==> src/rtl/iir_biquad_seq.sv <==
// iir_biquad_seq: direct-form-I biquad sequenced onto one external
// multiply-accumulate slice. Five MAC taps are issued back to back per
// sample. The accumulated P value is shifted down by COEF_FRAC, floored and
// saturated to 18 bits, then registered as y[n].
//
// Handshake: a sample transfers on a cycle where sample_in_valid and
// sample_in_ready are both high. Ready is high only in IDLE. The source
// holds valid (and data) until that transfer. sample_out_valid is a
// one-cycle pulse with no back-pressure.
//
// DSP_LATENCY must be at least 2, because WAIT lasts DSP_LATENCY-1 cycles.
module iir_biquad_seq #(
  parameter int DSP_LATENCY = 3,
  parameter int COEF_FRAC   = 16
) (
  input  logic               clk,
  input  logic               reset,
  input  logic signed [17:0] sample_in,
  input  logic               sample_in_valid,
  output logic               sample_in_ready,
  output logic signed [17:0] sample_out,
  output logic               sample_out_valid,
  output logic               sample_out_sat,
  input  logic signed [17:0] coef_b0,
  input  logic signed [17:0] coef_b1,
  input  logic signed [17:0] coef_b2,
  input  logic signed [17:0] coef_a1,
  input  logic signed [17:0] coef_a2,
  input  logic               clear_state,
  output logic        [1:0]  dsp_opmode_x,
  output logic        [1:0]  dsp_opmode_z,
  output logic               dsp_postadd_sub,
  output logic signed [17:0] dsp_ain,
  output logic signed [17:0] dsp_bin,
  input  logic signed [47:0] dsp_pout,
  output logic        [1:0]  dbg_state_o
);

  typedef enum logic [1:0] {
    S_IDLE  = 2'd0,
    S_ISSUE = 2'd1,
    S_WAIT  = 2'd2,
    S_DONE  = 2'd3
  } state_t;

  localparam logic [7:0] WAIT_LAST = 8'(DSP_LATENCY - 2);
  localparam logic signed [47:0] Y_MAX = 48'sd131071;
  localparam logic signed [47:0] Y_MIN = -48'sd131072;

  state_t state_q, state_d;
  logic [2:0] tap_q, tap_d;
  logic [7:0] wcnt_q, wcnt_d;

  logic signed [17:0] x_q, x1_q, x2_q, y1_q, y2_q;
  logic signed [17:0] b0_q, b1_q, b2_q, a1_q, a2_q;
  logic               clr_pend_q;
  logic signed [17:0] out_q;
  logic               out_valid_q;
  logic               out_sat_q;

  logic signed [47:0] shifted;
  logic               sat_hi, sat_lo;
  logic signed [17:0] y_res;

  // State register for the sequencer
  always_ff @(posedge clk) begin
    if (reset) begin
      state_q <= S_IDLE;
      tap_q   <= 3'd0;
      wcnt_q  <= 8'd0;
    end else begin
      state_q <= state_d;
      tap_q   <= tap_d;
      wcnt_q  <= wcnt_d;
    end
  end

  // Next-state logic: accept, five taps, drain the DSP pipeline, finish
  always_comb begin
    state_d = state_q;
    tap_d   = tap_q;
    wcnt_d  = wcnt_q;
    case (state_q)
      S_IDLE: begin
        if (sample_in_valid) begin
          state_d = S_ISSUE;
          tap_d   = 3'd0;
        end
      end
      S_ISSUE: begin
        if (tap_q == 3'd4) begin
          state_d = S_WAIT;
          wcnt_d  = 8'd0;
        end else begin
          tap_d = tap_q + 3'd1;
        end
      end
      S_WAIT: begin
        if (wcnt_q == WAIT_LAST) begin
          state_d = S_DONE;
        end else begin
          wcnt_d = wcnt_q + 8'd1;
        end
      end
      S_DONE:  state_d = S_IDLE;
      default: state_d = S_IDLE;
    endcase
  end

  // Output decode: DSP operands per tap; all zero outside ISSUE so P clears
  always_comb begin
    sample_in_ready = (state_q == S_IDLE);
    dsp_opmode_x    = 2'b00;
    dsp_opmode_z    = 2'b00;
    dsp_postadd_sub = 1'b0;
    dsp_ain         = '0;
    dsp_bin         = '0;
    if (state_q == S_ISSUE) begin
      dsp_opmode_x = 2'b01;
      case (tap_q)
        3'd0: begin
          dsp_ain = x_q;
          dsp_bin = b0_q;
        end
        3'd1: begin
          dsp_ain      = x1_q;
          dsp_bin      = b1_q;
          dsp_opmode_z = 2'b10;
        end
        3'd2: begin
          dsp_ain      = x2_q;
          dsp_bin      = b2_q;
          dsp_opmode_z = 2'b10;
        end
        3'd3: begin
          dsp_ain         = y1_q;
          dsp_bin         = a1_q;
          dsp_opmode_z    = 2'b10;
          dsp_postadd_sub = 1'b1;
        end
        3'd4: begin
          dsp_ain         = y2_q;
          dsp_bin         = a2_q;
          dsp_opmode_z    = 2'b10;
          dsp_postadd_sub = 1'b1;
        end
        default: begin
          dsp_opmode_x = 2'b00;
        end
      endcase
    end
  end

  // Result scaling: arithmetic shift floors toward -inf, then clamp to 18 bits
  always_comb begin
    shifted = dsp_pout >>> COEF_FRAC;
    sat_hi  = (shifted > Y_MAX);
    sat_lo  = (shifted < Y_MIN);
    if (sat_hi) begin
      y_res = 18'sh1FFFF;
    end else if (sat_lo) begin
      y_res = 18'sh20000;
    end else begin
      y_res = shifted[17:0];
    end
  end

  // Datapath: sample/coefficient latch, history, pending clear, output register
  always_ff @(posedge clk) begin
    if (reset) begin
      x_q         <= '0;
      x1_q        <= '0;
      x2_q        <= '0;
      y1_q        <= '0;
      y2_q        <= '0;
      b0_q        <= '0;
      b1_q        <= '0;
      b2_q        <= '0;
      a1_q        <= '0;
      a2_q        <= '0;
      clr_pend_q  <= 1'b0;
      out_q       <= '0;
      out_valid_q <= 1'b0;
      out_sat_q   <= 1'b0;
    end else begin
      out_valid_q <= 1'b0;
      out_sat_q   <= 1'b0;
      case (state_q)
        S_IDLE: begin
          // A clear here lands before tap1 reads history, so a sample
          // accepted in this same cycle already sees zeroed history.
          if (clear_state) begin
            x1_q <= '0;
            x2_q <= '0;
            y1_q <= '0;
            y2_q <= '0;
          end
          if (sample_in_valid) begin
            x_q  <= sample_in;
            b0_q <= coef_b0;
            b1_q <= coef_b1;
            b2_q <= coef_b2;
            a1_q <= coef_a1;
            a2_q <= coef_a2;
          end
        end
        S_DONE: begin
          out_q       <= y_res;
          out_valid_q <= 1'b1;
          out_sat_q   <= sat_hi | sat_lo;
          if (clr_pend_q || clear_state) begin
            x1_q <= '0;
            x2_q <= '0;
            y1_q <= '0;
            y2_q <= '0;
          end else begin
            x2_q <= x1_q;
            x1_q <= x_q;
            y2_q <= y1_q;
            y1_q <= y_res;
          end
          clr_pend_q <= 1'b0;
        end
        default: begin
          if (clear_state) clr_pend_q <= 1'b1;
        end
      endcase
    end
  end

  assign sample_out       = out_q;
  assign sample_out_valid = out_valid_q;
  assign sample_out_sat   = out_sat_q;
  assign dbg_state_o      = state_q;

endmodule
==> config.mk <==
export PLATFORM = sky130hd
export DESIGN_NAME = iir_biquad_seq
export DESIGN_NICKNAME = d
export VERILOG_FILES = /design/src/rtl/iir_biquad_seq.sv
export SDC_FILE = /design/constraint.sdc
export NUM_CORES = 1
export LEC_CHECK = 0
export CAP_MARGIN = 20
export CORE_MARGIN = 5
export CORE_UTILIZATION = 30
export CTS_BUF_LIST = sky130_fd_sc_hd__clkbuf_2 sky130_fd_sc_hd__clkbuf_4 sky130_fd_sc_hd__clkbuf_8
export DETAILED_ROUTE_END_ITERATION = 10
export DONT_BUFFER_PORTS = 1
export GPL_ROUTABILITY_DRIVEN = 0
export PLACE_DENSITY = 0.46
export SYNTH_ARGS = -nofsm -noshare
export SYNTH_HDL_FRONTEND = slang
export SYNTH_SLANG_ARGS = --single-unit
==> constraint.sdc <==
create_clock -name clk -period 3.1 [get_ports clk]
set_input_delay 0.62 -clock clk [delete_from_list [all_inputs] [get_ports clk]]
set_output_delay 0.62 -clock clk [all_outputs]
set_load 0.02 [all_outputs]
Yosys cells after proc, flatten, opt, wreduce, memory -nomap -nowiden
Cells that the tools add are included.
- $add $sub $neg: 2
- multiply operators: 0
- div/mod/pow operators: 0
- $lt $le $gt $ge: 2
- eq/ne operators: 14
- shift-type cells: 0
- muxes and demuxes: 34
- bitwise gates (word level): 3
- reduce and logical (&&, ||, !) cells: 17
- operators by type and width (kind ; number):
    case mux 18 bit (5 select lines) ; 2
    two-way mux 18 bit ; 9
    case mux 18 bit (2 select lines) ; 4
    greater-than comparator 32 x 18 -> 1 bit, second input constant ; 1
    < comparator 32 x 18 -> 1 bit, second input constant ; 1
    two-way mux 8 bit ; 2
    case mux 8 bit (2 select lines) ; 1
    two-way mux 2 bit ; 5
    inequality test 2 bit, second input constant ; 5
    AND reduction 3 bit ; 3
    adder 8 x 1 -> 8 bit, second input constant ; 1
    equality test 8 x 1 -> 1 bit, second input constant ; 1
    case mux 2 bit (4 select lines) ; 1
    nonzero test 2 bit ; 4
    equality test 3 x 2 -> 1 bit, second input constant ; 2
    two-way mux 1 bit ; 6
    two-way mux 3 bit ; 2
    case mux 3 bit (2 select lines) ; 1
    AND reduction 2 bit ; 3
    OR reduction 5 bit ; 1
    equality test 2 bit, second input constant ; 2
    OR reduction 2 bit ; 2
    OR reduction 4 bit ; 1
    adder 3 x 1 -> 3 bit, second input constant ; 1
    10 further kinds ; 11
- register bits after elaboration: 214
- bits in latches: 0
- RAM bits: 0
- bits in read-only memories: 0
- bits of input ports: 160
- output and inout port bits: 64
- word-level logic and storage cells: 89
- memories: 0

Longest topological paths before layout
Gate-level depths: netlist of run 1.
- depth in word-level cells: 5
- gate-level depth with buffers: 8
- mapped depth without buffers: 6

Worst setup path after synthesis of run 1
Ideal clock, no wire load.
- kind: reg2out
- start point: reg tap_q[2]
- end point: out dsp_ain[4]
- arrival: 2143 ps
- required time: 2480 ps
- slack: 337 ps
- stages on the path, launching flop included: 9
- buffers on the path: 4
- path through: dfxtp_1 buf_6 inv_1 clkbuf_1 ha_1 clkbuf_1 clkbuf_1 a22oi_1 a31oi_1
- longest elaborated chain between the ends: 3
- elaborated cells on any way between the ends: 7
- those cells by class: 4 x eq/ne; 2 x mux; 1 x reduce/logical
- RTL lines (element ; line ; source):
    from (decl) ; 51 ; logic [2:0] tap_q, tap_d;
    from (signal assigned) ; 73 ; tap_q <= tap_d;
    equality test 3 bit (tied with other cells) ; 120 ; case (tap_q)
    case mux 18 bit (5 select lines) * ; 120 ;
    two-way mux 18 bit * ; 118 ; if (state_q == S_ISSUE) begin
    to (decl) ; 33 ; output logic signed [17:0] dsp_ain,
Mark *: on every way between the ends. The rest lies on a longest branch, timed or not.

Worst setup path in the final report of run 1
- start point: reg tap_q[0]
- end point: out dsp_bin[0]
- longest elaborated chain between the ends: 3
- elaborated cells on any way between the ends: 7
- those cells by class: 4 x eq/ne; 2 x mux; 1 x reduce/logical
- RTL lines (element ; line ; source):
    equality test 3 bit (tied with other cells) ; 120 ;
    case mux 18 bit (5 select lines) * ; 120 ;
    two-way mux 18 bit * ; 118 ;
    to (decl) ; 34 ; output logic signed [17:0] dsp_bin,
Marked as above.

==> run metrics, run 1 <==
# clock sinks 214; die area 32,600 µm²; setup TNS 0 ns; Logic pwr share 26.1%; Post-synth EDFFs 0; worst-path cell chain inv_1, ha_2, buf_6, o41ai_4, buf_4, buf_12, a21oi_1, buf_4; CP Capture Type output pin; Max-slew headroom between 40% and 50%; CP Max Fanout 18; total power 8100 µW; Total GRT Usage 17.0%; Core ar. 28,700 µm²; fin area approximately 10,000 µm²; Power per Cell Area around 800 nW/µm²; number of global-route vias before repair 7,376; first-pass GRT wire length 44.5 mm; Slew Limit Fails 0; Worst Setup Path Type reg2out; endpoints failing setup 0; asr flop ratio synth 0%; Final Hold Fails 0; Sw Share 34.4%; Num CTS Buffers 39; Max Clock Skew 0.0154 ns; crit-path max cell delay 0.39 ns; max cap viols 0; Initial DRT Pass Iterations 5; CP max-delay cell o41ai_4; post-synth cell types 52; fin crit period 3.02 ns; vias per cell 5.22; Worst EP required 2.48 ns; Clk pin slew, worst setup/hold paths 0.06 ns; top_reg_cell synth dfxtp_1; # DRC 0; YS warnings 0; Pint 5320 µW; IO Count 224; clk_lat worst skew 0.52 ns; Synth Area per Inst a little under 9 µm²; IO Port Bufs 0; synthesized netlist cell count 1,004; run status completed; Synth top area share 49.1%; sw power 2790 µW; Worst setup SP type flop; drt wl/cell 20.4 µm; Static Leak roughly 0.0037 µW; Area contributors post-synth dfxtp_1 49%, nand2_1 11%, a21oi_1 7.3%, a22oi_1 6.3%, a22o_1 4.2%; pre-CTS WS 0.512 ns; register area share after synthesis 49.1%; largest area contributor in the netlist dfxtp_1; Synth top cells by count 263 x nand2_1, 214 x dfxtp_1, 127 x a21oi_1; Root Buffer Master clkbuf_8; peak supply drop between 0.0002 and 0.0003 V; Syn-to-layout area delta 17.7%; CTS Buffer Depth 3; Synth Register Bits ~210; Post-DRT Antenna Nets 0; Peak Freq between 300 and 400 MHz; worst-margin pin slew 0.871 ns; via count 7,518; clock share of power 32.9%; critical path data arrival time 2.40 ns; WL final 29.4 mm; layout cells sized above 1 15.5%; Rows 62; largest net degree at the start of global routing about 150; final setup margin 0.0834 ns; starting density of the core between 30% and 40%; Sequential Power Share 41.0%; Antenna diodes 0; Tcrit/Tclk final between 90% and 100%; # nets final about 1,200; fillcell total roughly 3,000; initial antenna violation count 0; post-DP HPWL 19.6 mm; most numerous cell on the critical path buf_4; HP Class in2reg; count leader, synth nand2_1; die span in x 181 µm; Initial DRC Count about 640; Die Y 181 µm; H-tree depth 2; mapped cell area 8720 µm²; Post-DP Area 9400 µm²; gr ovfl total 0; CTS tree yes
-- cell families (layout without fill, tap and decap cells) --
kind of cell / count (synthesis) / after routing / share of synthesized area (%)
AO/OA/AOI/OAI: 333 / 333 / 26.8
XOR/XNOR: 1 / 1 / 0.100
adder cells (fa/ha/maj): 11 / 11 / 1.58
buffers and inverters: 98 / 149 / 5.03
flip-flops: 214 / 214 / 49.1
multiplexers: 2 / 2 / 0.229
other: 1 / 2 / 0.0430
AND/OR/NAND/NOR: 344 / 344 / 17.2
-- cell type report --
cell class	instances	area, µm²	area share (%)
clock buffer	60	738	7.19
timing repair buffer	74	663	6.46
inverter	12	45.0	0.439
multi-input combinational	693	4040	39.3
sequential	214	4290	41.8
tap	384	480	4.68
clock inverter	3	15.0	0.146
-- power by group through the flow --
stage	Sequential (µW)	Combinational [µW]	Clock [µW]
floorplan	3320	1390	0
global placement	3370	2020	0
detailed placement	3380	2040	0
CTS	3320	2130	2750
global route	3360	2340	2880
finish	3320	2120	2660
-- cells in the final DEF, fill, tap and decap left out, types with 3 or more instances in the layout --
master    Yosys  layout
clkbuf_4      0      14
buf_6         3       4
buf_4         6      64
o21a_1        3       3
nor4_1        4       4
clkinv_2      0       3
o211ai_1      3       3
inv_1        11      11
nand4_1       5       5
nor3_1        3       3
o21ai_1       3       3
nand2b_1      4       4
a31oi_1      26      26
a22o_1       42      42
ha_1         11       9
a222oi_1     11      11
a21oi_2       2       3
a21oi_1     127     126
nand3_1       3       3
a22oi_1      73      73
clkbuf_8      0      46
buf_12        0       4
nand2_1     263     262
nor2_1       30      30
dfxtp_1     214     212
nor2b_2       0       4
or4_1         7       7
a221o_1      34      34
-- final timing paths --
| kind | from | end | slack (ns) | depth (start not counted) |
|---|---|---|---|---|
| setup / recovery | tap_q[0] | dsp_bin[0] | 0.08 | 8 |
| hold / removal | reset | sample_out[17] | 0.18 | 1 |
| setup reg to reg | dbg_state_o[0] | y1_q[14] | 0.51 | 5 |
| hold reg to reg | b0_q[8] | b0_q[8] | 0.45 | 2 |
-- per-layer routing --
metal  global-route usage [%]  vias up  routed length (µm)
li1                         -     3673                   -
met1                     25.4     3577               14400
met2                     25.0      229               12700
met3                     3.73       39                1800
met4                     3.78        0                 429
met5                        0        -                   0
-- stage by stage --
step | cells | hold slack, ns | util, %
finish | 1440 | 0.176 | 35.8
global route | 1440 | 0.139 | 35.8
CTS | 1438 | 0.152 | 35.6
detailed placement | 1372 | 0.442 | 32.8
global placement | 1372 | 0.440 | 32.8
floorplan | 1005 | 0.436 | -
-- flip-flops by register name (all words and copies together), names as in the netlist, 8 cells and up --
register / count
a1_q: 18
a2_q: 18
b0_q: 18
b1_q: 18
b2_q: 18
sample_out: 18
wcnt_q: 8
x1_q: 18
x2_q: 18
x_q: 18
y1_q: 18
y2_q: 18
-- critical path: cells and delay by family, from the launching register on --
family	cells	cell delay, ns
AO/OA/AOI/OAI	2	0.50
adder cells (fa/ha/maj)	1	0.21
buffers and inverters	5	0.80
flip-flops	1	0.36
-- what timing repair did --
action / in CTS / in global routing
hold buffers: 0 / 0
pin swaps: 3 / 3
endpoints found under the setup margin: 17 / 3
setup buffers: 2 / 0
hold endpoints to repair: 0 / 0
gates cloned: 1 / 1
resized for setup: 3 / 9
(Power assumes the default switching activity.)
==> run 2, diff against run 1 <==
- MAX_ROUTING_LAYER: not set -> met4
- SLEW_MARGIN: not set -> 20
==> run metrics, run 2 (synthesized netlist as in run 1, its figures left out) <==
Initial DRC Count 636 (was 643); final core occ 35.8% (unchanged); CP Capture Type output pin (unchanged); via count 7,526 (was 7,518); CP Max Fanout 18 (unchanged); post-DP HPWL 19.6 mm (unchanged); die span in x 181 µm (unchanged); Antenna diodes 0 (unchanged); setup TNS 0 ns (unchanged); Power per Cell Area 789 nW/µm² (about the same); Max Clock Skew 0.0151 ns (was 0.0154 ns); RSZ-0062 raised after global routing false; Worst setup SP type flop (unchanged); Peak Freq 335 MHz (was 331 MHz); most common cell after layout, fill and taps aside nand2_1 (unchanged); worst-margin pin slew 0.903 ns (was 0.871 ns); Clk pin slew, worst setup/hold paths 0.06 ns (about the same); H-tree depth 2 (unchanged); CTS Buffer Depth 3 (unchanged); Rows 62 (unchanged); Final Hold Fails 0 (unchanged); total power 8110 µW (was 8100 µW); starting density of the core 30.4% (unchanged); fin crit period 2.98 ns (was 3.02 ns); Syn-to-layout area delta 17.7% (unchanged); # hold bufs at CTS 0 (unchanged); Post-DRT Antenna Nets 0 (unchanged); Core ar. 28,700 µm² (unchanged); IO Count 224 (unchanged); Max-slew headroom 39.8% (was 42.0%); vias per cell 5.23 (was 5.22); IO Port Bufs 0 (unchanged); Total GRT Usage 17.5% (was 17.0%); Worst EP required 2.48 ns (about the same); peak supply drop 0.000276 V (was 0.000278 V); # DRC 0 (unchanged); largest net degree at the start of global routing 149 (unchanged); drt wl/cell 20.4 µm (about the same); WL final 29.4 mm (about the same); Num CTS Buffers 39 (unchanged); layout cells sized above 1 15.5% (about the same); Worst Setup Path Type reg2out (unchanged); run status completed (unchanged); initial antenna violation count 0 (unchanged); Initial DRT Pass Iterations 5 (unchanged); Tcrit/Tclk final 96.2% (was 97.3%); gr ovfl total 0 (unchanged); critical path data arrival time 2.36 ns (was 2.40 ns); Root Buffer Master clkbuf_8 (unchanged); max cap viols 0 (unchanged); endpoints failing setup 0 (unchanged); Static Leak 0.00370 µW (about the same); die area 32,600 µm² (unchanged); number of global-route vias before repair 7,379 (was 7,376); most frequent cells in the layout 262 x nand2_1, 212 x dfxtp_1, 126 x a21oi_1 (unchanged); Hold WS 0.175 ns (was 0.176 ns); clk_lat worst skew 0.52 ns (about the same); # nets final 1,204 (was 1,205); Die Y 181 µm (unchanged); HP Class in2reg (unchanged); Slew Limit Fails 0 (unchanged); # clock sinks 214 (unchanged); CTS tree yes (unchanged); hold path depth 1 (unchanged); first-pass GRT wire length 44.5 mm (about the same); reg2reg path depth 5 (unchanged)
-- run 2: area by class of cell --
type	instances	area [µm²]
fillers	3034	18400
flip-flops and latches	214	4290
multi-input cells	693	4040
clock buffers	60	738
repair buffers	73	656
well taps	384	480
inverters	12	45.0
clock inverters	3	15.0
-- run 2: repair_timing --
item                       4_1_cts  5_1_grt
setup endpoints to repair       17        3
buffers inserted                 2        0
gates resized for setup          3       10
cloned                           1        1
pin swaps                        3        3
-- run 2: per-layer routing --
layer | track usage, % | routed length [µm]
met5 | - | 0
met4 | 3.78 | 370
met3 | 3.35 | 1570
met2 | 24.9 | 12900
met1 | 25.7 | 14600
-- run 2: worst paths after layout --
kind | from | endpoint | slack (ns)
max reg2reg | dbg_state_o[0] | y1_q[0] | 0.55
min reg2reg | b1_q[15] | b1_q[15] | 0.45
min | reset | sample_out[17] | 0.18
max | tap_q[0] | dsp_bin[0] | 0.12
-- run 2: critical path, stage by stage (launching register included) --
cell	delay [ns]
dfxtp_2	0.36
inv_1	0.08
ha_2	0.21
buf_6	0.15
o41ai_4	0.38
buf_4	0.19
buf_12	0.16
a21oi_1	0.11
buf_4	0.20
-- run 2: metrics by stage --
step           setup WS, ns  instances  cell area, µm²
2_1_floorplan         0.337       1005            8730
3_3_place_gp          0.521       1372            9400
3_5_place_dp          0.512       1372            9400
4_1_cts              0.0343       1438           10200
5_1_grt             0.00191       1439           10300
6_report              0.116       1439           10300
-- run 2: power breakdown --
part           total, µW  leakage, µW  switching [µW]  internal [µW]
combinational       2120      0.00155            1380            743
clock               2660     0.000407            1160           1500
sequential          3320      0.00174             248           3080
==> run 3, diff against run 2 <==
- CTS_CLUSTER_DIAMETER: not set -> 120
- clock period: 3.1 -> 3.8 ns (I/O delays scaled with it)
==> run metrics, run 3 (synthesized netlist as in run 1, its figures left out) <==
run status completed (unchanged); GR Layer Usage met3 3.69% (was 3.35%); setup TNS 0 ns (unchanged); CTS Buffer Depth 3 (unchanged); endpoints failing setup 0 (unchanged); via count 7,531 (was 7,526); # nets final 1,194 (was 1,204); most common cell after layout, fill and taps aside nand2_1 (unchanged); RSZ-0062 raised after global routing false (unchanged); Slew Limit Fails 0 (unchanged); critical path data arrival time 2.79 ns (was 2.36 ns); IO Count 224 (unchanged); setup bufs post-CTS 0 (was 2); fin area 10,100 µm² (was 10,300 µm²); fin crit period 3.55 ns; die span in x 181 µm (unchanged); Num CTS Buffers 40 (was 39); WL final 28.4 mm (was 29.4 mm); most frequent cells in the layout 262 x nand2_1, 214 x dfxtp_1, 127 x a21oi_1 (was 262 x nand2_1, 212 x dfxtp_1, 126 x a21oi_1); Syn-to-layout area delta 16.2% (was 17.7%); Max-slew headroom 53.1% (was 39.8%); gr ovfl total 0 (unchanged); drt wl/cell 19.8 µm (was 20.4 µm); # hold bufs at CTS 0 (unchanged); met2 Resource Use GR 24.3% (was 24.9%); initial antenna violation count 0 (unchanged); # clock sinks 214 (unchanged); Peak Freq 282 MHz; Antenna diodes 0 (unchanged); Final Hold Fails 0 (unchanged); Worst Setup Path Type reg2out (unchanged); Worst EP required 3.04 ns (was 2.48 ns); max cap viols 0 (unchanged); met1 Use GR 24.6% (was 25.7%); Tcrit/Tclk final 93.4%; H-tree depth 2 (unchanged); post-DP HPWL 19.3 mm (was 19.6 mm); number of global-route vias before repair 7,180 (was 7,379); first-pass GRT wire length 43.3 mm (was 44.5 mm); peak supply drop 0.000261 V (was 0.000276 V); CP Capture Type output pin (unchanged); HP Class in2reg (unchanged); vias per cell 5.26 (was 5.23); Root Buffer Master clkbuf_8 (unchanged); worst-margin pin slew 0.702 ns (was 0.903 ns); Clk pin slew, worst setup/hold paths 0.06 ns (about the same); IO Port Bufs 0 (unchanged); fillcell total 3,077 (was 3,034); CTS tree yes (unchanged); Core ar. 28,700 µm² (unchanged); Initial DRT Pass Iterations 7 (was 5); CP Max Fanout 18 (unchanged); Rows 62 (unchanged); Static Leak 0.00363 µW (was 0.00370 µW); Initial DRC Count 548 (was 636); Max Clock Skew 0.0111 ns (was 0.0151 ns); Power per Cell Area 645 nW/µm² (was 789 nW/µm²); Worst setup SP type flop (unchanged); number of gates resized after CTS 0 (was 3); Post-DP Area 9330 µm² (was 9400 µm²); Post-DRT Antenna Nets 0 (unchanged); # DRC 0 (unchanged); multi-input logic area 4030 µm² (was 4040 µm²); Die Y 181 µm (unchanged); FF+latch area 4280 µm² (was 4290 µm²); layout cells sized above 1 14.3% (was 15.5%); Top Usage Layer GRT met1 (unchanged); Total GRT Usage 17.1% (was 17.5%); starting density of the core 30.4% (unchanged); clk_lat worst skew 0.53 ns (was 0.52 ns); largest net degree at the start of global routing 149 (unchanged); die area 32,600 µm² (unchanged)
-- run 3: cell count changes in the layout (fill, tap and decap cells not counted), sizes merged --
cell	previous run	this run
bufbuf	1	0
clkinv	3	0
inv	12	14
buf	71	62
clkinvlp	0	1
clkbuf	61	63
-- run 3: report_power, final --
part | leakage (µW) | internal, µW | total, µW | switching (µW)
sequential | 0.00174 | 2510 | 2720 | 209
combinational | 0.00146 | 501 | 1570 | 1070
clock | 0.000425 | 1290 | 2250 | 963
total | 0.00363 | 4300 | 6540 | 2240
-- run 3: worst paths after layout --
path / slack, ns / end / startpoint / cells after the start
setup / recovery: 0.25 / dsp_bin[1] / tap_q[2] / 7
hold / removal: 0.30 / sample_out[17] / reset / 1
setup reg to reg: 1.14 / y1_q[11] / dbg_state_o[0] / 6
hold reg to reg: 0.45 / a1_q[3] / a1_q[3] / 2
-- run 3: critical path, cell delays in order (launching register included) --
cell      delay (ns)
dfxtp_1         0.57
inv_1           0.07
buf_4           0.19
ha_1            0.27
buf_4           0.23
a222oi_1        0.50
a21oi_1         0.21
buf_4           0.21
-- run 3: final cells by class --
type                       instances  share of cell area [%]
sequential                       214                    42.3
multi-input combinational        693                    39.8
clock buffer                      63                    7.63
timing repair buffer              62                    4.84
tap                              384                    4.74
inverter                          12                   0.444
clock inverter                     3                   0.272
-- run 3: per-layer routing --
layer  vias to the layer above  part of all wire (%)
met4                         0                   1.7
li1                       3650                     -
met2                       243                    44
met5                         -                     0
met3                        38                   6.4
met1                      3600                    48
-- run 3: through the flow --
step	instances	setup slack, ns	hold slack, ns	utilization, %	power, µW
after global placement	1365	0.800	0.440	32.5	4340
final	1431	0.252	0.299	35.3	6540
after floorplan	1005	0.897	0.436	-	3850
after detailed placement	1365	0.812	0.443	32.5	4350
after CTS	1431	0.209	0.268	35.3	6650
after global routing	1431	0.0679	0.270	35.3	6950
